`config.mk`:
```
export PLATFORM = sky130hd
export DESIGN_NAME = lsu_sequencer
export DESIGN_NICKNAME = d
export VERILOG_FILES = /design/src/rtl/lsu_sequencer.sv
export SDC_FILE = /design/constraint.sdc
export NUM_CORES = 1
export LEC_CHECK = 0
export CAP_MARGIN = 20
export CORE_MARGIN = 2
export CORE_UTILIZATION = 60
export DETAILED_ROUTE_END_ITERATION = 16
export DONT_BUFFER_PORTS = 1
export PLACE_DENSITY = 0.75
export SLEW_MARGIN = 10
export SYNTH_ARGS = -nofsm -noshare
export SYNTH_HDL_FRONTEND = slang
export SYNTH_SLANG_ARGS = --single-unit
```
`constraint.sdc`:
```
create_clock -name clk -period 4.1 [get_ports clk]
set_input_delay 0.205 -clock clk [delete_from_list [all_inputs] [get_ports clk]]
set_output_delay 0.205 -clock clk [all_outputs]
set_load 0.005 [all_outputs]
```
`src/rtl/lsu_sequencer.sv`:
```
// lsu_sequencer: multi-cycle load/store sequencer between the core and a
// word-wide data memory with a req/gnt/rvalid handshake.
//
// Ports
//   clk, rst_n                     clock, async active-low reset
//   req_valid/req_ready            core request handshake (ready = IDLE)
//   req_write, req_addr, req_wdata core access description
//   store_type, load_type          access size/extension codes
//   stall                          hold core pipeline until completion
//   rsp_valid/rsp_rdata/rsp_err/err_code  one-cycle completion report
//   mem_req/mem_we/mem_addr/mem_be/mem_wdata  memory request side
//   mem_gnt/mem_rvalid/mem_rdata   memory response side
//
// state | meaning
// IDLE  | waiting for a core request
// REQ   | mem_req asserted, waiting for mem_gnt
// WAIT  | load granted, waiting for mem_rvalid
// RESP  | rsp_valid pulse, back to IDLE next cycle
module lsu_sequencer #(
  parameter int unsigned TIMEOUT_CYC = 64
) (
  input  logic        clk,
  input  logic        rst_n,
  input  logic        req_valid,
  output logic        req_ready,
  input  logic        req_write,
  input  logic [31:0] req_addr,
  input  logic [31:0] req_wdata,
  input  logic [1:0]  store_type,
  input  logic [2:0]  load_type,
  output logic        stall,
  output logic        rsp_valid,
  output logic [31:0] rsp_rdata,
  output logic        rsp_err,
  output logic [1:0]  err_code,
  output logic        mem_req,
  output logic        mem_we,
  output logic [31:0] mem_addr,
  output logic [3:0]  mem_be,
  output logic [31:0] mem_wdata,
  input  logic        mem_gnt,
  input  logic        mem_rvalid,
  input  logic [31:0] mem_rdata
);

  typedef enum logic [1:0] {IDLE, REQ, WAIT, RESP} state_e;

  localparam logic [7:0] CNT_LAST = 8'(TIMEOUT_CYC - 1);

  state_e      state_q, state_d;
  logic [7:0]  cnt_q, cnt_d;
  logic        write_q, write_d;
  logic [1:0]  off_q, off_d;
  logic [2:0]  lt_q, lt_d;
  logic        mem_req_q, mem_req_d, mem_we_q, mem_we_d;
  logic [31:0] mem_addr_q, mem_addr_d, mem_wdata_q, mem_wdata_d;
  logic [3:0]  mem_be_q, mem_be_d;
  logic        rsp_valid_q, rsp_valid_d, rsp_err_q, rsp_err_d;
  logic [31:0] rsp_rdata_q, rsp_rdata_d;
  logic [1:0]  err_code_q, err_code_d;

  logic        illegal, misal;
  logic [3:0]  be_acc;
  logic [31:0] wd_acc;

  function automatic logic [31:0] extract(input logic [2:0] lt, input logic [1:0] off,
                                          input logic [31:0] w);
    logic [31:0] b, h;
    b = w >> {off, 3'b000};
    h = w >> {off[1], 4'b0000};
    case (lt)
      3'd0:    extract = w;
      3'd1:    extract = {{16{h[15]}}, h[15:0]};
      3'd2:    extract = {16'h0000, h[15:0]};
      3'd3:    extract = {{24{b[7]}}, b[7:0]};
      3'd4:    extract = {24'h000000, b[7:0]};
      default: extract = 32'h0;
    endcase
  endfunction

  // Request classification; illegal wins over misaligned in the FSM.
  always_comb begin
    illegal = req_write ? (store_type == 2'b11) : (load_type > 3'd4);
    if (req_write)
      misal = ((store_type == 2'b00) && (req_addr[1:0] != 2'b00)) ||
              ((store_type == 2'b01) && req_addr[0]);
    else
      misal = ((load_type == 3'd0) && (req_addr[1:0] != 2'b00)) ||
              (((load_type == 3'd1) || (load_type == 3'd2)) && req_addr[0]);
    case (store_type)
      2'b00:   begin be_acc = 4'b1111; wd_acc = req_wdata; end
      2'b01:   begin
                 be_acc = req_addr[1] ? 4'b1100 : 4'b0011;
                 wd_acc = {2{req_wdata[15:0]}};
               end
      default: begin be_acc = 4'b0001 << req_addr[1:0]; wd_acc = {4{req_wdata[7:0]}}; end
    endcase
    if (!req_write) be_acc = 4'b1111;
  end

  always_comb begin
    state_d     = state_q;
    cnt_d       = cnt_q;
    write_d     = write_q;
    off_d       = off_q;
    lt_d        = lt_q;
    mem_req_d   = mem_req_q;
    mem_we_d    = mem_we_q;
    mem_addr_d  = mem_addr_q;
    mem_be_d    = mem_be_q;
    mem_wdata_d = mem_wdata_q;
    rsp_valid_d = 1'b0;
    rsp_rdata_d = 32'h0;
    rsp_err_d   = 1'b0;
    err_code_d  = 2'b00;
    case (state_q)
      IDLE: if (req_valid) begin
        write_d = req_write;
        off_d   = req_addr[1:0];
        lt_d    = load_type;
        if (illegal || misal) begin
          state_d     = RESP;
          rsp_valid_d = 1'b1;
          rsp_err_d   = 1'b1;
          err_code_d  = illegal ? 2'b11 : 2'b01;
        end else begin
          state_d     = REQ;
          cnt_d       = 8'd0;
          mem_req_d   = 1'b1;
          mem_we_d    = req_write;
          mem_addr_d  = {req_addr[31:2], 2'b00};
          mem_be_d    = be_acc;
          mem_wdata_d = wd_acc;
        end
      end
      REQ, WAIT: begin
        cnt_d = cnt_q + 8'd1;
        if (state_q == REQ && mem_gnt) begin
          mem_req_d = 1'b0;
          mem_we_d  = 1'b0;
          mem_be_d  = 4'b0000;
          if (write_q) begin
            state_d     = RESP;
            rsp_valid_d = 1'b1;
          end else if (mem_rvalid) begin
            state_d     = RESP;
            rsp_valid_d = 1'b1;
            rsp_rdata_d = extract(lt_q, off_q, mem_rdata);
          end else begin
            state_d = WAIT;
          end
        end else if (state_q == WAIT && mem_rvalid) begin
          state_d     = RESP;
          rsp_valid_d = 1'b1;
          rsp_rdata_d = extract(lt_q, off_q, mem_rdata);
        end else if (cnt_q == CNT_LAST) begin
          state_d     = RESP;
          rsp_valid_d = 1'b1;
          rsp_err_d   = 1'b1;
          err_code_d  = 2'b10;
          mem_req_d   = 1'b0;
          mem_we_d    = 1'b0;
          mem_be_d    = 4'b0000;
        end
      end
      RESP:    state_d = IDLE;
      default: state_d = IDLE;
    endcase
  end

  always_ff @(posedge clk or negedge rst_n) begin
    if (!rst_n) begin
      state_q     <= IDLE;
      cnt_q       <= 8'd0;
      write_q     <= 1'b0;
      off_q       <= 2'b00;
      lt_q        <= 3'd0;
      mem_req_q   <= 1'b0;
      mem_we_q    <= 1'b0;
      mem_addr_q  <= 32'h0;
      mem_be_q    <= 4'b0000;
      mem_wdata_q <= 32'h0;
      rsp_valid_q <= 1'b0;
      rsp_rdata_q <= 32'h0;
      rsp_err_q   <= 1'b0;
      err_code_q  <= 2'b00;
    end else begin
      state_q     <= state_d;
      cnt_q       <= cnt_d;
      write_q     <= write_d;
      off_q       <= off_d;
      lt_q        <= lt_d;
      mem_req_q   <= mem_req_d;
      mem_we_q    <= mem_we_d;
      mem_addr_q  <= mem_addr_d;
      mem_be_q    <= mem_be_d;
      mem_wdata_q <= mem_wdata_d;
      rsp_valid_q <= rsp_valid_d;
      rsp_rdata_q <= rsp_rdata_d;
      rsp_err_q   <= rsp_err_d;
      err_code_q  <= err_code_d;
    end
  end

  assign req_ready = (state_q == IDLE);
  assign stall     = (state_q != RESP) && ((state_q != IDLE) || req_valid);
  assign rsp_valid = rsp_valid_q;
  assign rsp_rdata = rsp_rdata_q;
  assign rsp_err   = rsp_err_q;
  assign err_code  = err_code_q;
  assign mem_req   = mem_req_q;
  assign mem_we    = mem_we_q;
  assign mem_addr  = mem_addr_q;
  assign mem_be    = mem_be_q;
  assign mem_wdata = mem_wdata_q;

endmodule
```
Yosys cells after proc, flatten, opt, wreduce, memory -nomap -nowiden
Cells that the tools add are included.
{ "totals": {"ff_bits": 120, "in_bits": 107} }
{ "classes": {"n_addsub": 1, "order_cmp": 1, "n_eq_ne": 18, "shift": 3, "n_mux": 56, "bitwise_logic": 1, "n_reduce_logical": 25} }
{ "ops": {"columns": ["operator", "count"], "rows": [
  ["2-to-1 mux 32 bit", 5],
  ["one-hot mux 32 bit (5 select lines)", 1],
  ["one-hot mux 32 bit (2 select lines)", 1],
  [">> shifter 32 x 5 -> 16 bit", 1],
  [">> shifter 32 x 5 -> 8 bit", 1],
  ["2-to-1 mux 4 bit", 7],
  ["2-to-1 mux 2 bit", 11],
  ["2-to-1 mux 1 bit", 20],
  ["2-to-1 mux 8 bit", 2],
  ["one-hot mux 4 bit (2 select lines)", 2],
  ["one-hot mux 8 bit (2 select lines)", 1],
  ["equality test 3 x 2 -> 1 bit (second input constant)", 3],
  ["adder 8 x 1 -> 8 bit (second input constant)", 1],
  ["equality test 8 x 6 -> 1 bit (second input constant)", 1],
  ["one-hot mux 1 bit (2 select lines)", 4],
  ["logical AND 1 bit", 7],
  ["equality test 2 bit (second input constant)", 3],
  ["equality test 3 x 1 -> 1 bit (second input constant)", 2],
  ["zero test 3 bit", 2],
  ["inequality test 2 bit (second input constant)", 3],
  ["inequality test 3 bit (second input constant)", 2],
  ["one-hot mux 2 bit (3 select lines)", 1],
  ["AND reduction 3 bit", 2],
  ["nonzero test 2 bit", 3],
  ["12 further kinds", 19]
]} }

Longest topological paths before layout
{ "logic_depth": {"ltp_word": 9, "mapped_depth": 9, "depth_no_buf": 7} }

Worst setup path before layout
OpenSTA, ideal clock, no wires.
{ "synth_timing": {"path_kind": "register to register", "startpoint": "register state_q[0]", "endpoint": "register mem_be_q[0] (netlist: mem_be[0])", "setup_time_ns": 0.121, "arrival_time_ns": 1.778, "t_required_ns": 3.979, "path_slack_ns": 2.202, "path_stages_with_launch": 8, "path_buffers": 0, "period_less_slack_ns": 1.898, "path_cell_list": "dfrtp_1 -> inv_1 -> ha_1 -> inv_1 -> nor2_2 -> a41oi_4 -> or2_4 -> a22o_1"} }
{ "synth_lines": {"columns": ["element", "line_no", "source"], "rows": [
  ["start: declaration", "50", "state_e state_q, state_d;"],
  ["start signal: assignment", "188", "state_q <= state_d;"],
  ["zero test 2 bit (*)", null, null],
  ["named net req_ready", "25", "output logic req_ready,"],
  ["inequality test 2 bit (no line) / nonzero test 2 bit (equally long branches)", null, null],
  ["AND reduction 5 bit (no line)", null, null],
  ["end signal: assignment", "196", "mem_be_q <= mem_be_d;"],
  ["end: declaration", "57", "logic [3:0] mem_be_q, mem_be_d;"]
]} }
Mark *: on every way through the listed nets, which the timed path passes. The rest lies on a longest branch.
A chain may end at the register's enable or synchronous reset.

Worst setup path after layout
{ "layout_timing": {"startpoint": "register state_q[0]", "endpoint": "register mem_addr_q[11] (netlist: mem_addr[11])"} }
{ "layout_via": {"elab_chain_cells": 2} }
{ "layout_lines": {"columns": ["element", "line_no", "source"], "rows": [
  ["zero test 2 bit", null, null],
  ["named net req_ready", "25", null],
  ["AND reduction 3 bit (no line)", null, null],
  ["end signal: assignment", "195", "mem_addr_q <= mem_addr_d;"],
  ["end: declaration", "56", "logic [31:0] mem_addr_q, mem_addr_d, mem_wdata_q, mem_wdata_d;"]
]} }
The timed path passes the listed nets, and every way through them passes these cells.

==> impl_metrics.csv <==
group,metric,value,unit
timing,tightest_slew,0.980,ns
worst_setup_path,cp.required,4.48,ns
route,ant_nets,0,
worst_setup_path,path_class,"flip-flop to flip-flop",
worst_setup_path,endpoint_kind,"flip-flop",
floorplan,die_width,102,um
logic_synthesis,yosys_warnings,0,
logic_synthesis,yosysSeqAreaShare,52.1,%
timing,clock.fmax,361,MHz
floorplan,core,0.00928,sq mm
pwr,cellPowerDensity,706,mW/mm^2
worst_setup_path,cp.arrival,3.15,ns
grt,grt.overflow.total,0,
grt,antenna_found_initial,1,
logic_synthesis,ys_seq_elements,120,
pwr,ir_drop,0.000401,V
timing,setup_ws,1.33,ns
route,routed_via_density,6.18,
pwr,intPower,3390,uW
placed_design,placement.io_buffers,0,
clock_tree,clockBufferDepth,2,
worst_setup_path,crit_top_cell,"inv_1",
grt,grt_use_total,31.6,%
clock_tree,cts_max_level,4,
route,wl_per_cell,23.0,um
floorplan,start_util,62.0,%
pwr,design_power_total,5230,uW
clock_tree,insertion_delay,0.50,ns
logic_synthesis,synth_top_family_by_area,"multiplexers",
grt,grt_pass1_vias,4684,
clock_tree,numCtsBuffers,17,
logic_synthesis,synthAdderAreaFrac,1.52,%
placed_design,place_congestion,0.877,
run,drv_cap,0,
logic_synthesis,synth_compound_area_share,14.5,%
route,drt_wl_total,16700,um
logic_synthesis,synth_area_leaders,"dfrtp_1 (52%), mux2_4 (8.1%), mux2i_1 (4.7%), nand2_1 (3.9%), mux2_2 (3.7%)",
clock_tree,cts.sinks,120,
timing,report.final.slew_viol_count,0,
logic_synthesis,yosys_most_used_dff,"dfrtp_1",
timing,period_share,67.6,%
timing,finalClockSkew,0.0126,ns
logic_synthesis,muxShareOfSynthArea,18.5,%
worst_setup_path,slowest_delay,0.52,ns
logic_synthesis,synth_xor_area_share,0.152,%
logic_synthesis,ys_top_cells_by_count,"dfrtp_1 (120), nand2_1 (60), o21ai_0 (38)",
finish,syn_to_final_growth,28.5,%
grt,grt_max_degree,121,
route,num_vias,4475,
worst_setup_path,cp-start-kind,"flip-flop",
timing,maxSlewHeadroom,34.5,%
grt,grt_pass1_wl,24600,um
route,drc_errors,0,
timing,finalHoldViolations,0,
floorplan,row_count,35,
pwr,net-switching-power,1840,uW
logic_synthesis,synth_top_area_cell,"dfrtp_1",
finish,drive_above_1_share,19.0,%
status,outcome,"finished, final reports clean",
pwr,pwr-share-comb,30.5,%
hold_path,hold_path_class,"primary input to flip-flop",
worst_setup_path,crit_path_top_delay_cell,"nand4_4",
logic_synthesis,synth_edf_count,0,
logic_synthesis,synth_area_per_cell,11.7,sq um
pwr,seq_power_share,39.6,%
route,first_iter_violations,296,
timing,whs,0.0177,ns
floorplan,pin_count,215,
timing,period_minus_slack,2.77,ns
logic_synthesis,synth_cell_types,56,
pwr,pwr-share-clk,29.9,%
floorplan,chipHeight,102,um
logic_synthesis,synth.most_common_cell,"dfrtp_1",
finish,final_core_util,79.8,%
finish,nets,696,
worst_setup_path,path_cells,"inv_1, ha_1, inv_1, nor2_2, nand4_4, buf_12, mux2_1",
pwr,p_leak,0.00335,uW
timing,tns,0,ns
worst_setup_path,cp_max_fo,56,
logic_synthesis,syn_area,0.00576,sq mm
logic_synthesis,synthCells,491,
logic_synthesis,synth_top_cell_area_share,52.1,%
route,first_pass_iters,5,
timing,rsz0062_at_grt,"false",
clock_tree,cts_root_buffer,"clkbuf_8",
placed_design,post-place-ws,1.45,ns
logic_synthesis,async_reset_ff_share,100,%
floorplan,die_area,0.0104,sq mm
timing,finalSetupViolCount,0,
clock_tree,cts_tree,"done",
pwr,sw_frac_of_total,35.2,%
logic_synthesis,synth_simple_gate_area_share,9.62,%
placed_design,dp_hpwl,9390,um
clock_tree,path_clk_slew,0.06,ns
power groups by stage:
stage,Combinational (uW),Clock (uW),Sequential [uW]
final,1590,1560,2070
after global routing,1730,1630,2120
after CTS,1550,1560,2060
after detailed placement,1420,0,2070
after global placement,1350,0,2060
after floorplan,1300,0,1870
worst max-delay path, delay by kind of cell, from the launching register on:
family,cells,cell delay [ns]
multiplexers,1,0.37
adder cells (fa/ha/maj),1,0.29
flip-flops,1,0.43
AND/OR/NAND/NOR,2,0.83
buffers and inverters,3,0.68
path summary, 6_finish.rpt:
check,startpoint,end,slack (ns),cells past startpoint
max in group asynchronous,rst_n,lt_q[1]$_DFFE_PN0P_,3.30,2
max reg2reg,state_q[0]$_DFFE_PN0P_,mem_addr[11]$_DFFE_PN0P_,1.33,7
min reg2reg,cnt_q[5]$_DFFE_PN0P_,cnt_q[5]$_DFFE_PN0P_,0.52,1
max,state_q[0]$_DFFE_PN0P_,mem_addr[11]$_DFFE_PN0P_,1.33,7
min,mem_rdata[15],rsp_rdata[15]$_DFF_PN0_,0.02,3
min in group asynchronous,rst_n,mem_req$_DFFE_PN0P_,0.32,2
cell families (layout without fill, tap and decap cells):
family                   Yosys count  count (layout)
buffers and inverters             37             139
AO/OA/AOI/OAI                    125             125
multiplexers                      86              86
other                              1               3
flip-flops                       120             120
XOR/XNOR                           1               1
AND/OR/NAND/NOR                  114             114
adder cells (fa/ha/maj)            7               7
routing by layer:
metal  wire (um)  vias up  share of wire (%)  global-route usage (%)
met5           0        -                  0                       0
met4         504        0                3.0                    14.3
met3        1750       49                 10                    11.1
met2        8460      298                 51                    53.5
met1        5980     2190                 36                    36.1
li1            -     1938                  -                       -
state kept, by name (all words and copies together), names as in the netlist:
register,count
rsp_rdata,32
mem_addr,30
lt_q,3
rsp_valid,1
rsp_err,1
err_code,2
off_q,2
mem_wdata,32
state_q,2
mem_be,4
mem_we,1
write_q,1
cnt_q,8
mem_req,1
cells in the final DEF (no fill, tap or decap), types with 7 or more instances in the layout:
master	instances
mux2_2	19
ha_1	7
a22oi_1	7
dlygate4sd3_1	98
a21oi_1	28
a222oi_1	8
a21oi_2	10
mux2i_1	27
mux2_1	7
nor2_1	24
o21ai_0	38
dfrtp_1	120
mux2_4	31
nand2_1	60
clkbuf_16	16
per-stage QoR:
step | instances | area (sq um)
floorplan | 492 | 5760
global placement | 593 | 5780
detailed placement | 593 | 5780
CTS | 722 | 7390
global route | 724 | 7400
finish | 724 | 7400
final cells by class:
class	instances	area (sq um)
Clock inverter	14	195
Antenna cell	1	2.50
Multi-Input combinational cell	335	2560
Tap cell	129	161
Inverter	6	22.5
Clock buffer	17	414
Timing Repair Buffer	102	1040
Fill cell	525	1880
Sequential cell	120	3000
timing repair:
action,4_1_cts,5_1_grt
hold buffers,98,1
hold endpoints to repair,225,1
buffers inserted,0,0
gates resized for setup,0,0
Note: power is estimated with default switching activity, not from simulation.
